==> src/rtl/priority_eval_n_if.sv <==
// Pixel-in, PRAM read port and blender-out signals of priority_eval_n.
// The slave modport is the resolver's view; master is the environment's view.
interface priority_eval_n_if #(
  parameter int unsigned NUM_LAYERS = 5,
  parameter int unsigned LAYER_W    = 20,
  parameter int unsigned COLOR_W    = 15,
  parameter int unsigned ID_W       = $clog2(NUM_LAYERS + 1)
);
  logic                          pix_valid;
  logic                          pix_ready;
  logic [NUM_LAYERS*LAYER_W-1:0] layers;
  logic [NUM_LAYERS-1:0]         layer_en;
  logic [4:0]                    effects_in;
  logic                          pram_req;
  logic [31:0]                   pram_addr;
  logic                          pram_gnt;
  logic                          pram_rvalid;
  logic [31:0]                   pram_rdata;
  logic                          out_valid;
  logic                          out_ready;
  logic [COLOR_W-1:0]            color0;
  logic [COLOR_W-1:0]            color1;
  logic [ID_W-1:0]               layer0;
  logic [ID_W-1:0]               layer1;
  logic [4:0]                    effects;

  modport master (
    output pix_valid, layers, layer_en, effects_in, pram_gnt, pram_rvalid, pram_rdata, out_ready,
    input  pix_ready, pram_req, pram_addr, out_valid, color0, color1, layer0, layer1, effects
  );

  modport slave (
    input  pix_valid, layers, layer_en, effects_in, pram_gnt, pram_rvalid, pram_rdata, out_ready,
    output pix_ready, pram_req, pram_addr, out_valid, color0, color1, layer0, layer1, effects
  );
endinterface

==> src/rtl/priority_eval_n.sv <==
// Per-pixel layer priority resolver: picks the top two visible layers, fetches both
// palette colours from PRAM (one read when they share a word) and hands them to the blender.
module priority_eval_n #(
  parameter int unsigned NUM_LAYERS = 5,
  parameter int unsigned LAYER_W    = 20,
  parameter int unsigned COLOR_W    = 15,
  parameter logic [31:0] PRAM_BASE  = 32'h0500_0000,
  parameter int unsigned ID_W       = $clog2(NUM_LAYERS + 1)
) (
  input logic              clk,
  input logic              clear_n,
  priority_eval_n_if.slave bus
);
  localparam int unsigned     KEY_W    = 2 + ID_W;
  localparam logic [ID_W-1:0] BACKDROP = ID_W'(NUM_LAYERS);

  typedef enum logic [2:0] {StIdle, StReq1, StWait1, StReq2, StWait2, StOut} state_e;
  state_e state_q, state_d;

  logic [ID_W-1:0]    top_id, sec_id, order;
  logic [7:0]         top_idx, sec_idx;
  logic               top_bank, sec_bank;
  logic               found0, found1;
  logic [KEY_W-1:0]   key, key0, key1;
  logic [LAYER_W-1:0] desc;

  // Running top-two selection; keys are unique because order is unique per layer.
  always_comb begin
    top_id   = BACKDROP;
    sec_id   = BACKDROP;
    top_idx  = 8'd0;
    sec_idx  = 8'd0;
    top_bank = 1'b0;
    sec_bank = 1'b0;
    found0   = 1'b0;
    found1   = 1'b0;
    key      = '0;
    key0     = '0;
    key1     = '0;
    desc     = '0;
    order    = '0;
    for (int i = 0; i < int'(NUM_LAYERS); i++) begin
      desc  = bus.layers[i*LAYER_W +: LAYER_W];
      order = (i == int'(NUM_LAYERS) - 1) ? '0 : ID_W'(i + 1);
      key   = {desc[10:9], order};
      if (bus.layer_en[i] && (desc[7:0] != 8'd0)) begin
        if (!found0 || (key < key0)) begin
          found1   = found0;
          key1     = key0;
          sec_id   = top_id;
          sec_idx  = top_idx;
          sec_bank = top_bank;
          found0   = 1'b1;
          key0     = key;
          top_id   = ID_W'(i);
          top_idx  = desc[7:0];
          top_bank = desc[8];
        end else if (!found1 || (key < key1)) begin
          found1   = 1'b1;
          key1     = key;
          sec_id   = ID_W'(i);
          sec_idx  = desc[7:0];
          sec_bank = desc[8];
        end
      end
    end
  end

  logic [31:0] top_addr, sec_addr;
  assign top_addr = PRAM_BASE + 32'({top_bank, top_idx, 1'b0});
  assign sec_addr = PRAM_BASE + 32'({sec_bank, sec_idx, 1'b0});

  logic [31:0]        addr0_q, addr1_q;
  logic [ID_W-1:0]    id0_q, id1_q;
  logic [4:0]         eff_q;
  logic [COLOR_W-1:0] color0_q, color1_q;
  logic [15:0]        half0, half1;
  logic               same_word, accept;

  assign same_word = addr0_q[31:2] == addr1_q[31:2];
  assign half0     = addr0_q[1] ? bus.pram_rdata[31:16] : bus.pram_rdata[15:0];
  assign half1     = addr1_q[1] ? bus.pram_rdata[31:16] : bus.pram_rdata[15:0];
  assign accept    = (state_q == StIdle) && bus.pix_valid;

  logic unused_bits;
  assign unused_bits = ^{desc, half0, half1, addr0_q[0], addr1_q[0]};

  always_comb begin
    state_d = state_q;
    unique case (state_q)
      StIdle:  if (bus.pix_valid)   state_d = StReq1;
      StReq1:  if (bus.pram_gnt)    state_d = StWait1;
      StWait1: if (bus.pram_rvalid) state_d = same_word ? StOut : StReq2;
      StReq2:  if (bus.pram_gnt)    state_d = StWait2;
      StWait2: if (bus.pram_rvalid) state_d = StOut;
      StOut:   if (bus.out_ready)   state_d = StIdle;
      default:                      state_d = StIdle;
    endcase
  end

  always_ff @(posedge clk or negedge clear_n) begin
    if (!clear_n) begin
      state_q  <= StIdle;
      addr0_q  <= '0;
      addr1_q  <= '0;
      id0_q    <= '0;
      id1_q    <= '0;
      eff_q    <= '0;
      color0_q <= '0;
      color1_q <= '0;
    end else begin
      state_q <= state_d;
      if (accept) begin
        addr0_q <= top_addr;
        addr1_q <= sec_addr;
        id0_q   <= top_id;
        id1_q   <= sec_id;
        eff_q   <= bus.effects_in;
      end
      if ((state_q == StWait1) && bus.pram_rvalid) begin
        color0_q <= half0[COLOR_W-1:0];
        if (same_word) color1_q <= half1[COLOR_W-1:0];
      end
      if ((state_q == StWait2) && bus.pram_rvalid) color1_q <= half1[COLOR_W-1:0];
    end
  end

  always_comb begin
    bus.pram_addr = '0;
    if (state_q == StReq1)      bus.pram_addr = {addr0_q[31:2], 2'b00};
    else if (state_q == StReq2) bus.pram_addr = {addr1_q[31:2], 2'b00};
  end

  assign bus.pix_ready = state_q == StIdle;
  assign bus.pram_req  = (state_q == StReq1) || (state_q == StReq2);
  assign bus.out_valid = state_q == StOut;
  assign bus.color0    = color0_q;
  assign bus.color1    = color1_q;
  assign bus.layer0    = id0_q;
  assign bus.layer1    = id1_q;
  assign bus.effects   = eff_q;
endmodule

==> src/flat_wrapper.sv <==
// flat-port wrapper written by rule: the top's interface ports become plain ports
module priority_eval_n_flat 
#(
  parameter int unsigned NUM_LAYERS = 5,
  parameter int unsigned LAYER_W    = 20,
  parameter int unsigned COLOR_W    = 15,
  parameter logic [31:0] PRAM_BASE  = 32'h0500_0000,
  parameter int unsigned ID_W       = $clog2(NUM_LAYERS + 1)
)
  (clk, clear_n, bus_pix_valid, bus_layers, bus_layer_en, bus_effects_in, bus_pram_gnt, bus_pram_rvalid, bus_pram_rdata, bus_out_ready, bus_pix_ready, bus_pram_req, bus_pram_addr, bus_out_valid, bus_color0, bus_color1, bus_layer0, bus_layer1, bus_effects);
  priority_eval_n_if #(.NUM_LAYERS(NUM_LAYERS), .LAYER_W(LAYER_W), .COLOR_W(COLOR_W), .ID_W(ID_W)) bus_i ();
  input logic clk;
  input logic clear_n;
  input wire logic [$bits(bus_i.pix_valid)-1:0] bus_pix_valid;
  input wire logic [$bits(bus_i.layers)-1:0] bus_layers;
  input wire logic [$bits(bus_i.layer_en)-1:0] bus_layer_en;
  input wire logic [$bits(bus_i.effects_in)-1:0] bus_effects_in;
  input wire logic [$bits(bus_i.pram_gnt)-1:0] bus_pram_gnt;
  input wire logic [$bits(bus_i.pram_rvalid)-1:0] bus_pram_rvalid;
  input wire logic [$bits(bus_i.pram_rdata)-1:0] bus_pram_rdata;
  input wire logic [$bits(bus_i.out_ready)-1:0] bus_out_ready;
  output wire logic [$bits(bus_i.pix_ready)-1:0] bus_pix_ready;
  output wire logic [$bits(bus_i.pram_req)-1:0] bus_pram_req;
  output wire logic [$bits(bus_i.pram_addr)-1:0] bus_pram_addr;
  output wire logic [$bits(bus_i.out_valid)-1:0] bus_out_valid;
  output wire logic [$bits(bus_i.color0)-1:0] bus_color0;
  output wire logic [$bits(bus_i.color1)-1:0] bus_color1;
  output wire logic [$bits(bus_i.layer0)-1:0] bus_layer0;
  output wire logic [$bits(bus_i.layer1)-1:0] bus_layer1;
  output wire logic [$bits(bus_i.effects)-1:0] bus_effects;
  assign bus_i.pix_valid = bus_pix_valid;
  assign bus_i.layers = bus_layers;
  assign bus_i.layer_en = bus_layer_en;
  assign bus_i.effects_in = bus_effects_in;
  assign bus_i.pram_gnt = bus_pram_gnt;
  assign bus_i.pram_rvalid = bus_pram_rvalid;
  assign bus_i.pram_rdata = bus_pram_rdata;
  assign bus_i.out_ready = bus_out_ready;
  assign bus_pix_ready = bus_i.pix_ready;
  assign bus_pram_req = bus_i.pram_req;
  assign bus_pram_addr = bus_i.pram_addr;
  assign bus_out_valid = bus_i.out_valid;
  assign bus_color0 = bus_i.color0;
  assign bus_color1 = bus_i.color1;
  assign bus_layer0 = bus_i.layer0;
  assign bus_layer1 = bus_i.layer1;
  assign bus_effects = bus_i.effects;
  priority_eval_n #(.NUM_LAYERS(NUM_LAYERS), .LAYER_W(LAYER_W), .COLOR_W(COLOR_W), .PRAM_BASE(PRAM_BASE), .ID_W(ID_W)) u_core (.clk(clk), .clear_n(clear_n), .bus(bus_i));
endmodule
==> config.mk <==
export PLATFORM = sky130hd
export DESIGN_NAME = priority_eval_n_flat
export DESIGN_NICKNAME = d
export VERILOG_FILES = /design/src/rtl/priority_eval_n_if.sv /design/src/rtl/priority_eval_n.sv /design/src/flat_wrapper.sv
export SDC_FILE = /design/constraint.sdc
export NUM_CORES = 1
export LEC_CHECK = 0
export ABC_AREA = 0
export CELL_PAD_IN_SITES_DETAIL_PLACEMENT = 0
export CELL_PAD_IN_SITES_GLOBAL_PLACEMENT = 2
export CORE_MARGIN = 5
export CORE_UTILIZATION = 26
export DETAILED_ROUTE_END_ITERATION = 10
export PLACE_DENSITY_LB_ADDON = 0.05
export SYNTH_ARGS = -nofsm -noshare
export SYNTH_HDL_FRONTEND = slang
export SYNTH_SLANG_ARGS = --single-unit
==> constraint.sdc <==
create_clock -name clk -period 5.34 [get_ports clk]
set_clock_uncertainty 0.1 [all_clocks]
set_input_delay 0.801 -clock clk [delete_from_list [all_inputs] [get_ports clk]]
set_output_delay 0.801 -clock clk [all_outputs]
set_load 0.02 [all_outputs]
==> run_results.csv <==
group,metric,value,unit
outcome,status,"finished, violations left",
outcome,violations,"negative setup slack",
yosys,synth-seq-area-share,0.307,
critical_path,reg2reg_from,"u_core.state_q[1]",
global_route,grt.total_usage,0.170,
floorplanning,placementRows,51,
final_layout,utilization,0.444,
clock_tree,clkTransAtPathRegs,50,ps
timing,fin_crit,5490,ps
global_route,grt_overflow,0,
critical_path,crit_arrival,5580,ps
final_layout,antenna_cells,0,
yosys,synth.largest_area_cell,"dfrtp_1",
placement,dpl.cell_count,1091,
yosys,synthFlopType,"dfrtp_1",
routing,drc,0,
critical_path,crit_required,5430,ps
timing,min_period_over_period,1.03,
power_and_ir_drop,p_sw,1.45,mW
global_route,grt_pass1_wl,30600,um
placement,post-dp-hpwl,15600,um
critical_path,cpMaxStageDelayCell,"nor4_4",
critical_path,end_kind,"flip-flop",
power_and_ir_drop,p_seq_frac,0.260,
global_route,grt_max_degree,64,
routing,postRouteAntennaNets,0,
timing,drv_slew,0,
yosys,synth-edff-count,0,
critical_path,critical_path_class,"input port to flip-flop",
floorplanning,coreArea,19500,sq um
timing,setup_tns,-1130,ps
min_path,worstHoldStart,"u_core.addr0_q[24]",
critical_path,path_max_fanout,4,
timing,slew-limit-headroom,0.141,
placement,port_buffers,154,
yosys,post-synth-top-area-fraction,0.307,
clock_tree,root_buffer,"clkbuf_16",
power_and_ir_drop,swShare,0.403,
routing,wl_per_cell,17.5,um
critical_path,reg2reg_slack,2500,ps
floorplanning,initial_core_util,0.264,
yosys,syn_area_per_cell,8.39,sq um
floorplanning,die_x,151,um
routing,routed_via_density,4.90,
placement,pre_cts_ws,-1340,ps
power_and_ir_drop,clock_power_share,0.188,
floorplanning,io_pins,224,
timing,setup_violations,11,
critical_path,crit_path_start,"bus_layers[5]",
yosys,netlist_area,5140,sq um
floorplanning,die_y,151,um
floorplanning,dieArea,22700,sq um
global_route,grt_pass1_vias,5694,
timing,layout_setup_ws,-150,ps
yosys,ys_types,67,
yosys,syn_inst,612,
yosys,async_flop_share,1.00,
clock_tree,insertion_delay,330,ps
yosys,yosysWarnings,0,
routing,firstDrtPassIters,6,
critical_path,max_stage_delay,370,ps
power_and_ir_drop,internal_power,2.16,mW
global_route,antenna_found_initial,0,
routing,routed-via-count,5576,
final_layout,drive_gt1_frac,0.297,
min_path,min_path_type,"flip-flop to flip-flop",
final_layout,syn_to_final_growth,68.4,%
placement,place.gp.congestion,0.857,
critical_path,cpMostUsedCell,"a21oi_2",
clock_tree,clockBufferDepth,2,
routing,first_iter_violations,183,
power_and_ir_drop,pwr-share-comb,0.552,
clock_tree,cts_tree,"built",
run,max_cap_viol_count,0,
critical_path,crit_path_start_kind,"input port",
clock_tree,cts_buffers,9,
final_layout,layout.nets,1026,
final_layout,layout.cells.non_filler,1139,
clock_tree,htree_levels,3,
power_and_ir_drop,vdd_ir_drop_max,156,uV
clock_tree,cts_sinks,63,
yosys,ys_ff_latch,63,
timing,worstMarginPinSlew,1280,ps
timing,rsz0062_at_grt,"yes",
routing,drt_wl_total,19900,um
power_and_ir_drop,power.density,417,nW/um^2
power_and_ir_drop,leakagePower,3.65,nW
yosys,synth_top_cells_by_area,"dfrtp_1, mux2i_1, a21oi_1, nor2_1, nand2_1",
timing,max_freq,182,MHz
timing,hold_viol_final,0,
layout make-up:
| cell class | count | area [sq um] |
|---|---|---|
| clock buffer | 11 | 243 |
| clock inverter | 5 | 105 |
| fill | 1948 | 10800 |
| inverter | 8 | 30.0 |
| multi-input combinational | 503 | 3840 |
| sequential | 63 | 1580 |
| tap | 265 | 332 |
| timing repair buffer | 284 | 2520 |
logic make-up (layout without fill, tap and decap cells):
| kind of cell | Yosys count | count (layout) | share of synthesized area |
|---|---|---|---|
| other | 1 | 22 | 0.000730 |
| AO/OA/AOI/OAI | 206 | 206 | 0.275 |
| multiplexers | 65 | 65 | 0.129 |
| adder cells (fa/ha/maj) | 10 | 10 | 0.0239 |
| flip-flops | 63 | 63 | 0.307 |
| AND/OR/NAND/NOR | 192 | 192 | 0.180 |
| XOR/XNOR | 8 | 8 | 0.0136 |
| buffers and inverters | 67 | 308 | 0.0709 |
critical path, delay by kind of cell:
kind / cells / cell delay [ps]
and+or+nand+nor: 10 / 1260
adders and majority gates: 4 / 770
AOI/OAI and AO/OA: 13 / 1770
buffers and inverters: 2 / 260
muxes: 3 / 720
cells in the mapped netlist (7+ instances only):
cell type / n
nor3_1: 16
dfrtp_1: 63
nand2_1: 58
nor2_1: 62
o21ai_0: 35
nand3_1: 10
clkbuf_1: 22
and3_1: 12
ha_1: 9
a21oi_1: 60
o21ai_1: 9
inv_1: 8
a211oi_1: 13
a22o_1: 9
o211a_1: 7
buf_4: 28
xnor2_1: 8
a22oi_1: 8
mux2i_1: 59
final timing paths:
kind | cells after the start | to
min | 2 | u_core.addr0_q[24]
min in group asynchronous | 2 | u_core.addr0_q[6]
min reg2reg | 2 | u_core.addr0_q[24]
max | 32 | u_core.addr1_q[3]
max reg2reg | 5 | u_core.addr1_q[3]
max in group asynchronous | 2 | u_core.bus.layer0[2]
flip-flops by register name, indices dropped and copies added (netlist names):
| name | cells |
|---|---|
| u_core.bus.color0 | 15 |
| u_core.bus.color1 | 15 |
| u_core.addr0_q | 10 |
| u_core.addr1_q | 9 |
| u_core.bus.effects | 5 |
| u_core.bus.layer0 | 3 |
| u_core.bus.layer1 | 3 |
| u_core.state_q | 3 |
placed cells by master, fill, tap and decap left out, types with 7 or more instances in the layout:
master | Yosys | layout
nor2_1 | 62 | 51
buf_6 | 0 | 10
o21ai_1 | 9 | 23
dfrtp_1 | 63 | 63
buf_4 | 28 | 121
nor3_1 | 16 | 9
o21ai_0 | 35 | 14
nand2_1 | 58 | 55
mux2i_1 | 59 | 57
clkdlybuf4s50_1 | 0 | 135
conb_1 | 1 | 22
and3_1 | 12 | 10
clkbuf_16 | 0 | 9
dlygate4sd2_1 | 0 | 10
nor3_2 | 2 | 7
a21oi_1 | 60 | 48
xnor2_1 | 8 | 8
nand3_1 | 10 | 9
o21ai_2 | 2 | 7
a21oi_2 | 0 | 7
o211a_1 | 7 | 7
a22o_1 | 9 | 9
nor2_2 | 0 | 8
power by group through the flow:
stage	Combinational (mW)	Clock, mW	Sequential [mW]
finish	1.99	0.679	0.938
global route	2.17	0.719	0.973
global placement	1.85	0	0.938
floorplan	0.952	0	1.04
detailed placement	1.87	0	0.949
CTS	1.93	0.698	0.944
what timing repair did:
action	in CTS	in global routing
hold buffers	0	0
setup buffers	21	10
gates cloned	0	1
resized for setup	95	50
setup endpoints to repair	24	23
pin swaps	46	44
per-stage QoR:
step           cell area (sq um)  hold slack, ps  power, mW
2_1_floorplan               5460             315       1.99
3_3_place_gp                7670             327       2.79
3_5_place_dp                7670             331       2.81
4_1_cts                     8330             344       3.57
5_1_grt                     8650             382       3.86
6_report                    8650             344       3.61
layer usage:
layer / global-route usage / vias to the layer above / part of all wire / wire length [um]
li1: - / 2757 / - / -
met1: 0.209 / 2629 / 0.42 / 8290
met3: 0.0316 / 28 / 0.059 / 1170
met4: 0.0439 / 0 / 0.019 / 369
met5: 0 / - / 0 / 0
met2: 0.306 / 162 / 0.51 / 10100
Power figures use the tool's default switching activity.
